**src/rtl/snn_setup_loader_pkg.sv**
```systemverilog
// Shared setup codes, opcode and state encodings for the SNN setup loader.
package snn_setup_loader_pkg;

  localparam logic [2:0] SETUP_INPUTS  = 3'b000;
  localparam logic [2:0] SETUP_WEIGHTS = 3'b001;
  localparam logic [2:0] SETUP_BN      = 3'b110;
  localparam logic [2:0] SETUP_THRESH  = 3'b011;
  localparam logic [2:0] CTRL_IDLE     = 3'b100;
  localparam logic [2:0] CTRL_UNUSED   = 3'b010;

  typedef enum logic { OP_LOAD = 1'b0, OP_RUN = 1'b1 } op_e;

  typedef enum logic [1:0] { ST_IDLE = 2'd0, ST_LOAD = 2'd1, ST_RUN = 2'd2 } state_e;

  // Codes 100 and 010 select no core register, so bytes aimed there are
  // swallowed without touching the pins.
  function automatic logic is_live_code(logic [2:0] code);
    return !(code == CTRL_IDLE || code == CTRL_UNUSED);
  endfunction

endpackage

```
**src/rtl/snn_spike_counter.sv**
```systemverilog
// One saturating spike counter with synchronous clear and count enable.
module snn_spike_counter
  import snn_setup_loader_pkg::*;
#(
  parameter int CNT_BITS = 8
) (
  input  logic                clk,
  input  logic                rst_n,
  input  logic                clr,
  input  logic                en,
  output logic [CNT_BITS-1:0] count
);

  logic [CNT_BITS-1:0] cnt_q, cnt_d;

  // Clear wins; otherwise count up and stick at all-ones.
  always_comb begin
    cnt_d = cnt_q;
    if (clr)                     cnt_d = '0;
    else if (en && cnt_q != '1)  cnt_d = cnt_q + 1'b1;
  end

  // Counter register.
  always_ff @(posedge clk or negedge rst_n) begin
    if (!rst_n) cnt_q <= '0;
    else        cnt_q <= cnt_d;
  end

  assign count = cnt_q;

endmodule

```
**src/rtl/snn_setup_loader.sv**
```systemverilog
// Sequences LOAD/RUN commands onto the SNN core setup/execute pins and counts
// output spikes during RUN.
module snn_setup_loader
  import snn_setup_loader_pkg::*;
#(
  parameter int RUN_BITS = 16,
  parameter int CNT_BITS = 8,
  parameter int NUM_OUT  = 8
) (
  input  logic                         clk,
  input  logic                         rst_n,
  input  logic                         cmd_valid,
  output logic                         cmd_ready,
  input  logic                         cmd_op,
  input  logic [2:0]                   cmd_target,
  input  logic [RUN_BITS-1:0]          cmd_arg,
  input  logic                         in_valid,
  output logic                         in_ready,
  input  logic [7:0]                   in_data,
  output logic [7:0]                   snn_data,
  output logic [2:0]                   snn_ctrl,
  output logic                         snn_sync,
  output logic                         snn_execute,
  input  logic [NUM_OUT-1:0]           snn_spikes,
  output logic [NUM_OUT*CNT_BITS-1:0]  spike_counts,
  output logic                         cnt_valid,
  output logic                         busy
);

  state_e              state_q, state_d;
  logic [2:0]          target_q, target_d;
  logic [RUN_BITS-1:0] rem_q, rem_d;
  logic [7:0]          data_q, data_d;
  logic [2:0]          ctrl_q, ctrl_d;
  logic                sync_q, sync_d;
  logic                exec_q, exec_d;
  logic                cnt_valid_q, cnt_valid_d;
  logic                cnt_clr;

  // Next-state and next-pin logic; pins default to the non-matching idle code
  // so the core never shifts on a cycle without a fresh byte.
  always_comb begin
    state_d     = state_q;
    target_d    = target_q;
    rem_d       = rem_q;
    data_d      = data_q;
    ctrl_d      = CTRL_IDLE;
    sync_d      = 1'b0;
    exec_d      = 1'b0;
    cnt_valid_d = 1'b0;
    cnt_clr     = 1'b0;
    case (state_q)
      ST_IDLE: begin
        if (cmd_valid) begin
          target_d = cmd_target;
          rem_d    = cmd_arg;
          if (op_e'(cmd_op) == OP_RUN) begin
            cnt_clr = 1'b1;
            if (cmd_arg == '0) begin
              cnt_valid_d = 1'b1;
            end else begin
              state_d = ST_RUN;
              exec_d  = 1'b1;
            end
          end else if (cmd_arg != '0) begin
            state_d = ST_LOAD;
          end
        end
      end
      ST_LOAD: begin
        if (in_valid) begin
          rem_d = rem_q - 1'b1;
          if (is_live_code(target_q)) begin
            data_d = in_data;
            ctrl_d = target_q;
            sync_d = 1'b1;
          end
          if (rem_q == RUN_BITS'(1)) state_d = ST_IDLE;
        end
      end
      ST_RUN: begin
        // exec_q is already high for this cycle; drop it after the last one.
        rem_d = rem_q - 1'b1;
        if (rem_q == RUN_BITS'(1)) begin
          state_d     = ST_IDLE;
          cnt_valid_d = 1'b1;
        end else begin
          exec_d = 1'b1;
        end
      end
      default: state_d = ST_IDLE;
    endcase
  end

  // State and registered pin drivers.
  always_ff @(posedge clk or negedge rst_n) begin
    if (!rst_n) begin
      state_q     <= ST_IDLE;
      target_q    <= CTRL_IDLE;
      rem_q       <= '0;
      data_q      <= '0;
      ctrl_q      <= CTRL_IDLE;
      sync_q      <= 1'b0;
      exec_q      <= 1'b0;
      cnt_valid_q <= 1'b0;
    end else begin
      state_q     <= state_d;
      target_q    <= target_d;
      rem_q       <= rem_d;
      data_q      <= data_d;
      ctrl_q      <= ctrl_d;
      sync_q      <= sync_d;
      exec_q      <= exec_d;
      cnt_valid_q <= cnt_valid_d;
    end
  end

  // Spikes count only on cycles where the execute pin itself is high.
  for (genvar i = 0; i < NUM_OUT; i++) begin : g_cnt
    snn_spike_counter #(.CNT_BITS(CNT_BITS)) u_cnt (
      .clk   (clk),
      .rst_n (rst_n),
      .clr   (cnt_clr),
      .en    (exec_q & snn_spikes[i]),
      .count (spike_counts[i*CNT_BITS +: CNT_BITS])
    );
  end

  assign cmd_ready   = (state_q == ST_IDLE);
  assign in_ready    = (state_q == ST_LOAD);
  assign busy        = (state_q != ST_IDLE);
  assign snn_data    = data_q;
  assign snn_ctrl    = ctrl_q;
  assign snn_sync    = sync_q;
  assign snn_execute = exec_q;
  assign cnt_valid   = cnt_valid_q;

endmodule

```
**config.mk**
```make
export PLATFORM = sky130hd
export DESIGN_NAME = snn_setup_loader
export DESIGN_NICKNAME = d
export VERILOG_FILES = /design/src/rtl/snn_setup_loader_pkg.sv /design/src/rtl/snn_spike_counter.sv /design/src/rtl/snn_setup_loader.sv
export SDC_FILE = /design/constraint.sdc
export NUM_CORES = 1
export LEC_CHECK = 0
export ABC_AREA = 1
export ABC_CLOCK_PERIOD_IN_PS = 2600
export BUFFER_PORTS_ARGS = -buffer_cell sky130_fd_sc_hd__clkbuf_2
export CORE_ASPECT_RATIO = 1.75
export CORE_MARGIN = 2
export CORE_UTILIZATION = 30
export CTS_BUF_LIST = sky130_fd_sc_hd__clkbuf_8
export DETAILED_ROUTE_END_ITERATION = 6
export PLACE_DENSITY = 0.48
export SKIP_LAST_GASP = 1
export SYNTH_ARGS = -nofsm -noshare
export SYNTH_HDL_FRONTEND = slang
export SYNTH_HIERARCHICAL = 1
export SYNTH_SLANG_ARGS = --single-unit
```
**constraint.sdc**
```tcl
create_clock -name clk -period 2.6 [get_ports clk]
set_input_delay 0 -clock clk [delete_from_list [all_inputs] [get_ports clk]]
set_output_delay 0 -clock clk [all_outputs]
set_load 0.05 [all_outputs]
```
==> run metrics, run 1 <==
Post-Synth Simple-Gate Area=39.35%; # diodes=0; post-synthesis register bit count=99; via count=6181; number of core rows=70; Max stage delay on crit path=0.56 ns; Compound-Gate Fraction of Synth Area=a little under a tenth; power share of the clock group=approximately an eighth; Post-synth ARST share=100.0%; first-pass GRT wire length=30120 um; Post-CTS Setup Inserts=0; Final Skew=about 0.0087 ns; main combinational cell family by area after synthesis=simple AND/OR/NAND/NOR gates; most frequent cells in the layout=325 x nand2_1, 122 x inv_1, 119 x clkbuf_2; Post-synth top flop=dfrtp_1; post-synthesis mux area share=0%; crit-path cells=inv_1 > ha_1 > nand2_1 > inv_1 > nand2_1 > dlygate4sd3_1 > nand2_1 > dlygate4sd3_1; Via density=4.626; largest net degree at the start of global routing=54; critical path data arrival time=2.67 ns; period utilization=89.53%; setup ws final=0.2723 ns; Final Critical Period=2.328 ns; # clock sinks=99; share of the synthesized area in the top cell type=38.46%; wire length per cell=about 14 um; # resized after CTS=0; Buffers on Ports=120; R2R Setup Slk=0.27 ns; sw frac=between 50% and 60%; logic gate share of total power=55.7%; Post-Syn Area=6311 um2; area grow syn2layout=24.03%; area leader, netlist=dfrtp_1; Tot Pwr=9014 uW; Required @ worst endpoint=between 2 and 3 ns; Setup violations, final=0; most frequent CP cell=nand2_1; most common cell after layout, fill and taps aside=nand2_1; synth top area cells=dfrtp_1 38%, nand2_1 19%, inv_1 7.1%; dpl ws=0.4850 ns; RSZ-0062 raised after global routing=no; initial antenna violation count=0; Syn Inst Count=914; full die area=22260 um2; Worst slew margin=49.85%; CP endpoint kind=register; Die W=around 110 um; Lkg Pwr=roughly 0.0040 uW; met1 wire length=6937 um; Int Pwr=4062 uW; RePlAce Congestion=0.8280; status=finished, final reports clean; FMAX=429.6 MHz; Critical Path Source Type=register; setup TNS=0 ns; Starting Density=between 30% and 40%; fillers=2231; top-level I/O count=121; Crit Path Category=reg -> reg; sequential share of power=between 30% and 40%; VDD IR-drop max=0.5009 mV; fin. max-slew vios=0; sequential share of the synthesized area=between 30% and 40%; vias in the first global route=6168; Slew @ Worst Pin=around 0.75 ns; syn_area_per_cell=6.905 um2; worst path bufs/invs=4; max cap viols=0; crit path max fanout=6; Distinct cells, synth=36; worst skew pair latency=0.39 ns; share of layout cells above drive strength 1=20.57%; Total Routing Usage GR=17.14%; antenna-violating nets left=0; core area=20760 um2; Die Ht=195.9 um; H-tree depth=3; adder-cell share of the synthesized area=2.776%; routed wire length=18520 um; clk slew on worst S/H paths=approximately 0.10 ns; Final nets=roughly 1100; slowest CP cell=dlygate4sd3_1; total grt overflow=0; Residual DRC=0; WL met3=650 um; # hold bufs at CTS=35; number of flops mapped to enable cells by yosys=0; post-DP HPWL=14120 um; xor/xnor share of the synthesized area=0%; Clock Path Buffers=2; Cell Pwr Density=1152 nW/um2; Yosys warnings=6; TritonCTS clock tree=done; net load switching power=4952 uW; WHS=0.03682 ns; Syn Nets=~970; Hold Fails Final Rpt=0; Top Layer Used=met4; 1st-iter DRT viols=between 300 and 400; TritonCTS buffer count=9; first-pass iteration count of the detailed router=4; Clock Tree Root=clkbuf_8; Min-Delay Path Class=in -> reg; Worst path top cell family by delay=buffers and inverters; met2 routed WL=10480 um
cells by family after synthesis:
logic type	after synthesis
flops	99
compound gates	97
buf+inv	138
fa+ha+maj	14
simple gates	566
flip-flops by register name (all words and copies together) (netlist names):
| name | flops |
|---|---|
| snn_execute | 1 |
| target_q | 3 |
| g_cnt.u_cnt/count | 64 |
| rem_q | 16 |
| snn_data | 8 |
| state_q | 2 |
| snn_ctrl | 3 |
| snn_sync | 1 |
| cnt_valid | 1 |
per-stage QoR:
step	instance area, um2	util (%)	std cells
5_1_grt	7828	37.71	1336
3_3_place_gp	7268	35.02	1286
6_report	7828	37.71	1336
3_5_place_dp	7268	35.02	1286
2_1_floorplan	6315	-	914
4_1_cts	7828	37.71	1336
routing by layer:
layer	global-route usage (%)	vias to the layer above
li1	-	3201
met1	17.21	2849
met2	33.67	105
met3	3.367	26
met4	6.820	0
met5	0	-
cells in the mapped netlist, types with 9 or more instances:
cell type,number
a21oi_1,36
a21oi_2,13
dfrtp_1,97
ha_1,14
inv_1,120
nand2_1,325
nand2_2,18
nand2_4,9
nand3_1,84
nor2_1,77
nor2_2,23
nor3_1,16
o21ai_1,17
o21bai_1,16
worst register-to-register path: cells and delay by family, from the launching register on:
kind | cells | cell delay [ns]
flip-flops | 1 | 0.43
AND/OR/NAND/NOR | 3 | 0.25
adder cells (fa/ha/maj) | 1 | 0.26
buffers and inverters | 4 | 1.34
path summary, 6_finish.rpt:
| path | startpoint | end | cells past startpoint |
|---|---|---|---|
| max reg2reg | state_q[0] | target_q[2] | 8 |
| max in group asynchronous | rst_n | snn_ctrl[2] | 3 |
| min reg2reg | snn_data[1] | snn_data[1] | 2 |
| min | snn_spikes[3] | g_cnt[3].u_cnt/count[5] | 5 |
| min in group asynchronous | rst_n | g_cnt[6].u_cnt/count[2] | 2 |
| max | state_q[0] | target_q[2] | 8 |
layout make-up:
cell class	count	area (um2)	share of cell area [%]
clock buffers	10	137.6	1.758
clock inverters	5	71.32	0.9111
inverters	131	538.0	6.873
multi-input cells	677	3254	41.58
flip-flops and latches	99	2480	31.68
well taps	252	315.3	4.028
repair buffers	162	1031	13.17
power by group through the flow:
stage / logic [uW] / registers [uW] / clock network, uW
after floorplan: 2450 / 4120 / 0
after global placement: 4990 / 2920 / 0
after detailed placement: 5010 / 2920 / 0
after CTS: 5080 / 2890 / 1180
after global routing: 5540 / 2980 / 1230
final: 5020 / 2880 / 1110
No activity file was read; power rests on OpenSTA's default activity.
==> run 2: changes to the inputs <==
--- a/config.mk
+++ b/config.mk
@@ -5,7 +5,6 @@
 export SDC_FILE = /design/constraint.sdc
 export NUM_CORES = 1
 export LEC_CHECK = 0
-export ABC_AREA = 1
 export ABC_CLOCK_PERIOD_IN_PS = 2600
 export BUFFER_PORTS_ARGS = -buffer_cell sky130_fd_sc_hd__clkbuf_2
 export CORE_ASPECT_RATIO = 1.75
@@ -13,7 +12,7 @@
 export CORE_UTILIZATION = 30
 export CTS_BUF_LIST = sky130_fd_sc_hd__clkbuf_8
 export DETAILED_ROUTE_END_ITERATION = 6
-export PLACE_DENSITY = 0.48
+export PLACE_DENSITY = 0.49
 export SKIP_LAST_GASP = 1
 export SYNTH_ARGS = -nofsm -noshare
 export SYNTH_HDL_FRONTEND = slang
==> run metrics, run 2 <==
status=finished, final reports clean; synth top area cells=dfrtp_1 43%, mux2_2 3.8%, a21oi_1 3.5%; Total Routing Usage GR=15.89%; Post-synth ARST share=100.0%; FMAX=around 450 MHz; Hold Fails Final Rpt=0; Final nets=795; TritonCTS buffer count=9; Lkg Pwr=between 0.003 and 0.004 uW; Post-synth top flop=dfrtp_1; CP endpoint kind=register; Die W=107.5 um; number of flops mapped to enable cells by yosys=0; Clock Path Buffers=2; area leader, netlist=dfrtp_1; Post-Synth Simple-Gate Area=28.70%; vias in the first global route=5232; full die area=19900 um2; fin. max-slew vios=0; R2R Setup Slk=approximately 0.37 ns; via count=5164; setup TNS=0 ns; Compound-Gate Fraction of Synth Area=~14%; initial antenna violation count=0; wire length per cell=15.39 um; Yosys warnings=6; max cap viols=0; Worst slew margin=~50%; Buffers on Ports=120; dpl ws=about 0.37 ns; Placed Cells=roughly 940; Distinct cells, synth=50; worst skew pair latency=0.38 ns; period utilization=85.84%; xor/xnor share of the synthesized area=0.1558%; Final Critical Period=about 2.2 ns; VDD IR-drop max=~0.70 mV; clk slew on worst S/H paths=around 0.10 ns; Syn Nets=651; FF/Latch Area=2480 um2; Critical Path Source Type=register; routed wire length=15150 um; post-DP HPWL=about 11000 um; RePlAce Congestion=0.7713; Clock Tree Root=clkbuf_8; Slew @ Worst Pin=0.7531 ns; Cell Pwr Density=949.6 nW/um2; area grow syn2layout=24.92%; area of the multi-input gates=2934 um2; antenna-violating nets left=0; most frequent cells in the layout=119 x clkbuf_2, 97 x dfrtp_1, 52 x nand2_1; TritonCTS clock tree=done; fillers=about 1900; Commonest cells post-synth=97 x dfrtp_1, 52 x nand2_1, 39 x a21oi_1; main combinational cell family by area after synthesis=simple AND/OR/NAND/NOR gates; adder-cell share of the synthesized area=3.115%; Largest register FFs=64; Min-Delay Path Class=in -> reg; Residual DRC=0; top-level I/O count=121; critical path data arrival time=2.50 ns; post-synthesis mux area share=6.297%; Setup violations, final=0; Required @ worst endpoint=about 2.9 ns; syn_area_per_cell=roughly 9.4 um2; share of layout cells above drive strength 1=25.47%; WHS=0.1786 ns; crit path max fanout=5; core area=18500 um2; setup ws final=about 0.37 ns; H-tree depth=3; Final Skew=0.01023 ns; most common cell after layout, fill and taps aside=clkbuf_2; post-synthesis register bit count=99; Via density=5.248; first-pass iteration count of the detailed router=4; # clock sinks=99; total grt overflow=0; Crit Path Category=reg -> reg; # diodes=0; post-route insts no fill=984; first-pass GRT wire length=approximately 25000 um; largest net degree at the start of global routing=56; Die Ht=185.1 um; sequential share of the synthesized area=44.10%; Syn Inst Count=597; 1st-iter DRT viols=178; number of core rows=66; most common cell in the netlist=dfrtp_1; share of the synthesized area in the top cell type=43.17%; Starting Density=30.40%; Post-Syn Area=5623 um2; RSZ-0062 raised after global routing=no
## run 2: area by class of cell
class / count / area share (%)
Multi-Input combinational cell: 447 / 41.77
Sequential cell: 99 / 35.30
Timing Repair Buffer: 157 / 14.00
Tap cell: 238 / 4.239
Clock buffer: 11 / 2.155
Inverter: 27 / 1.443
Clock inverter: 5 / 1.087
## run 2: logic make-up after synthesis
family | after synthesis
and+or+nand+nor | 278
buffers and inverters | 51
DFF | 99
AOI/OAI and AO/OA | 121
adders and majority gates | 14
xor gates and xnor gates | 1
muxes | 33
## run 2: power breakdown
group / switching, uW / internal, uW / total (uW)
sequential: 548 / 1950 / 2500
clock: 570 / 591 / 1160
combinational: 2050 / 959 / 3010
## run 2: final timing paths
kind / startpoint / to / cells after the start
min: snn_spikes[6] / g_cnt[6].u_cnt/count[2] / 4
max: rem_q[0] / rem_q[12] / 7
min in group asynchronous: rst_n / rem_q[11] / 2
max in group asynchronous: rst_n / g_cnt[5].u_cnt/count[5] / 3
max reg2reg: rem_q[0] / rem_q[12] / 7
min reg2reg: snn_data[3] / snn_data[3] / 2
## run 2: repair_timing
action / in CTS / in global routing
endpoints found under the hold margin: 79 / 0
buffers inserted: 0 / 0
hold buffers: 31 / 0
resized for setup: 0 / 0
## run 2: stage by stage
step,cell area (um2),utilization [%],power (uW)
global route,7024,37.97,7169
finish,7024,37.97,6670
floorplan,5623,-,4700
global placement,6486,35.06,5431
detailed placement,6486,35.06,5526
CTS,7024,37.97,6760
## run 2: worst max-delay path, stage by stage, from the launching register on
cell and delay [ns]:
dfrtp_1 0.43, inv_1 0.12, ha_1 0.20, or4b_2 0.67, nor4_2 0.25, and2b_1 0.19, mux2i_1 0.19, a21oi_1 0.09
## run 2: routing by layer
metal / vias to the layer above / global-route usage, % / share of wire [%]
li1: 2495 / - / -
met1: 2532 / 17.37 / 39
met2: 114 / 29.28 / 55
met3: 23 / 3.132 / 4.2
met4: 0 / 6.821 / 2.2
met5: - / 0 / 0
==> run 3: changes to the inputs <==
--- a/config.mk
+++ b/config.mk
@@ -5,15 +5,16 @@
 export SDC_FILE = /design/constraint.sdc
 export NUM_CORES = 1
 export LEC_CHECK = 0
-export ABC_CLOCK_PERIOD_IN_PS = 2600
+export ABC_CLOCK_PERIOD_IN_PS = 2210
 export BUFFER_PORTS_ARGS = -buffer_cell sky130_fd_sc_hd__clkbuf_2
 export CORE_ASPECT_RATIO = 1.75
 export CORE_MARGIN = 2
 export CORE_UTILIZATION = 30
 export CTS_BUF_LIST = sky130_fd_sc_hd__clkbuf_8
 export DETAILED_ROUTE_END_ITERATION = 6
-export PLACE_DENSITY = 0.49
+export PLACE_DENSITY = 0.47
 export SKIP_LAST_GASP = 1
+export SLEW_MARGIN = 20
 export SYNTH_ARGS = -nofsm -noshare
 export SYNTH_HDL_FRONTEND = slang
 export SYNTH_HIERARCHICAL = 1
==> constraint.sdc (replaced) <==
create_clock -name clk -period 2.21 [get_ports clk]
set_input_delay 0 -clock clk [delete_from_list [all_inputs] [get_ports clk]]
set_output_delay 0 -clock clk [all_outputs]
set_load 0.05 [all_outputs]
==> run metrics, run 3 (same netlist as run 2, synthesis figures left out) <==
status=finished, final reports clean; setup TNS=0 ns; crit path max fanout=7; area grow syn2layout=26.03%; Max stage delay on crit path=0.63 ns; full die area=19900 um2; TritonCTS clock tree=done; crit-path cells=or4_4 > nor4_4 > o21bai_2 > o31ai_2 > a22o_1; vias in the first global route=5125; H-tree depth=3; VDD IR-drop max=around 0.52 mV; max cap viols=0; Largest register FFs=64; worst skew pair latency=0.38 ns; 1st-iter DRT viols=195; top-level I/O count=121; Crit Path Category=reg -> reg; TritonCTS buffer count=9; total grt overflow=0; Worst slew margin=58.00%; R2R Setup Slk=between 0.15 and 0.2 ns; Clock Path Buffers=2; RSZ-0062 raised after global routing=no; slowest CP cell=or4_4; initial antenna violation count=0; number of core rows=66; CP endpoint kind=register; Residual DRC=0; clk slew on worst S/H paths=0.10 ns; fillers=1911; post-DP HPWL=10810 um; share of layout cells above drive strength 1=26.95%; first-pass GRT wire length=between 20000 and 25000 um; FMAX=487.9 MHz; Lkg Pwr=~0.0032 uW; core area=18500 um2; routed wire length=14990 um; Final Skew=approximately 0.015 ns; Clock Tree Root=clkbuf_8; # clock sinks=between 90 and 100; Tot Pwr=7769 uW; Die W=107.5 um; Total Routing Usage GR=about 15%; Slew @ Worst Pin=0.6300 ns; Required @ worst endpoint=~2.5 ns; Critical Path Source Type=register; Hold Fails Final Rpt=0; Post-CTS Setup Inserts=0; Starting Density=30.40%; Setup violations, final=0; Die Ht=185.1 um; period utilization=around 93%; RePlAce Congestion=0.8190; via count=between 5000 and 6000; antenna-violating nets left=0; first-pass iteration count of the detailed router=4; most frequent cells in the layout=119 x clkbuf_2, 97 x dfrtp_1, 51 x nand2_1; Buffers on Ports=120; Final nets=806; wire length per cell=15.07 um; WHS=0.1479 ns; Final Critical Period=2.050 ns; Via density=~5.2; fin. max-slew vios=0; Min-Delay Path Class=in -> async; # diodes=0; Cell Pwr Density=1096 nW/um2; largest net degree at the start of global routing=67; critical path data arrival time=2.38 ns; most common cell after layout, fill and taps aside=clkbuf_2
[run 3: cell types whose count changed in the layout (fill, tap and decap cells not counted), sizes merged]
| cell | before | now |
|---|---|---|
| bufinv | 2 | 0 |
| clkinvlp | 1 | 2 |
| clkbuf | 130 | 128 |
| inv | 27 | 29 |
| clkinv | 2 | 3 |
| buf | 7 | 18 |
[run 3: final timing paths]
path / start / to / cells past startpoint
max: rem_q[6] / state_q[0] / 5
min: rst_n / snn_data[0] / 2
max reg2reg: rem_q[6] / state_q[0] / 5
min reg2reg: snn_data[0] / snn_data[0] / 2
max in group asynchronous: rst_n / snn_ctrl[2] / 3
min in group clk: snn_spikes[4] / g_cnt[4].u_cnt/count[2] / 4
[run 3: where the power goes]
part	total [uW]	switching [uW]	internal, uW
logic	3800	2520	1280
registers	2870	570	2300
clock network	1100	692	411
total	7770	3780	3990
[run 3: worst max-delay path, delay by kind of cell, from the launching register on]
kind / cells / cell delay, ns
and+or+nand+nor: 2 / 1.02
AOI/OAI and AO/OA: 3 / 0.47
DFF: 1 / 0.50
[run 3: what timing repair did]
action / CTS / global route
hold buffers: 31 / 0
hold endpoints to repair: 73 / 0
gates resized for setup: 0 / 4
endpoints found under the setup margin: 0 / 5
[run 3: area by class of cell]
cell class / instances / area (um2) / area share [%]
multi-input combinational: 447 / 2968 / 41.88
clock buffer: 9 / 123.9 / 1.748
inverter: 27 / 105.1 / 1.483
tap: 238 / 297.8 / 4.202
sequential: 99 / 2480 / 34.99
clock inverter: 7 / 46.29 / 0.6532
timing repair buffer: 168 / 1066 / 15.04
[run 3: metrics by stage]
stage	instances	setup WS, ns	util (%)	area [um2]
finish	995	0.1602	38.31	7087
global route	995	0.02930	38.31	7087
CTS	995	0.04174	38.20	7066
detailed placement	948	0.05435	35.60	6585
global placement	948	0.08540	35.60	6585
floorplan	597	0.03120	-	5639
[run 3: routing by layer]
layer  up-vias  global-route usage [%]  wire length [um]
met4         0                   6.513               196
li1       2514                       -                 -
met3        13                   2.885               572
met5         -                       0                 0
met1      2525                   16.44              5871
met2        92                   28.98              8352
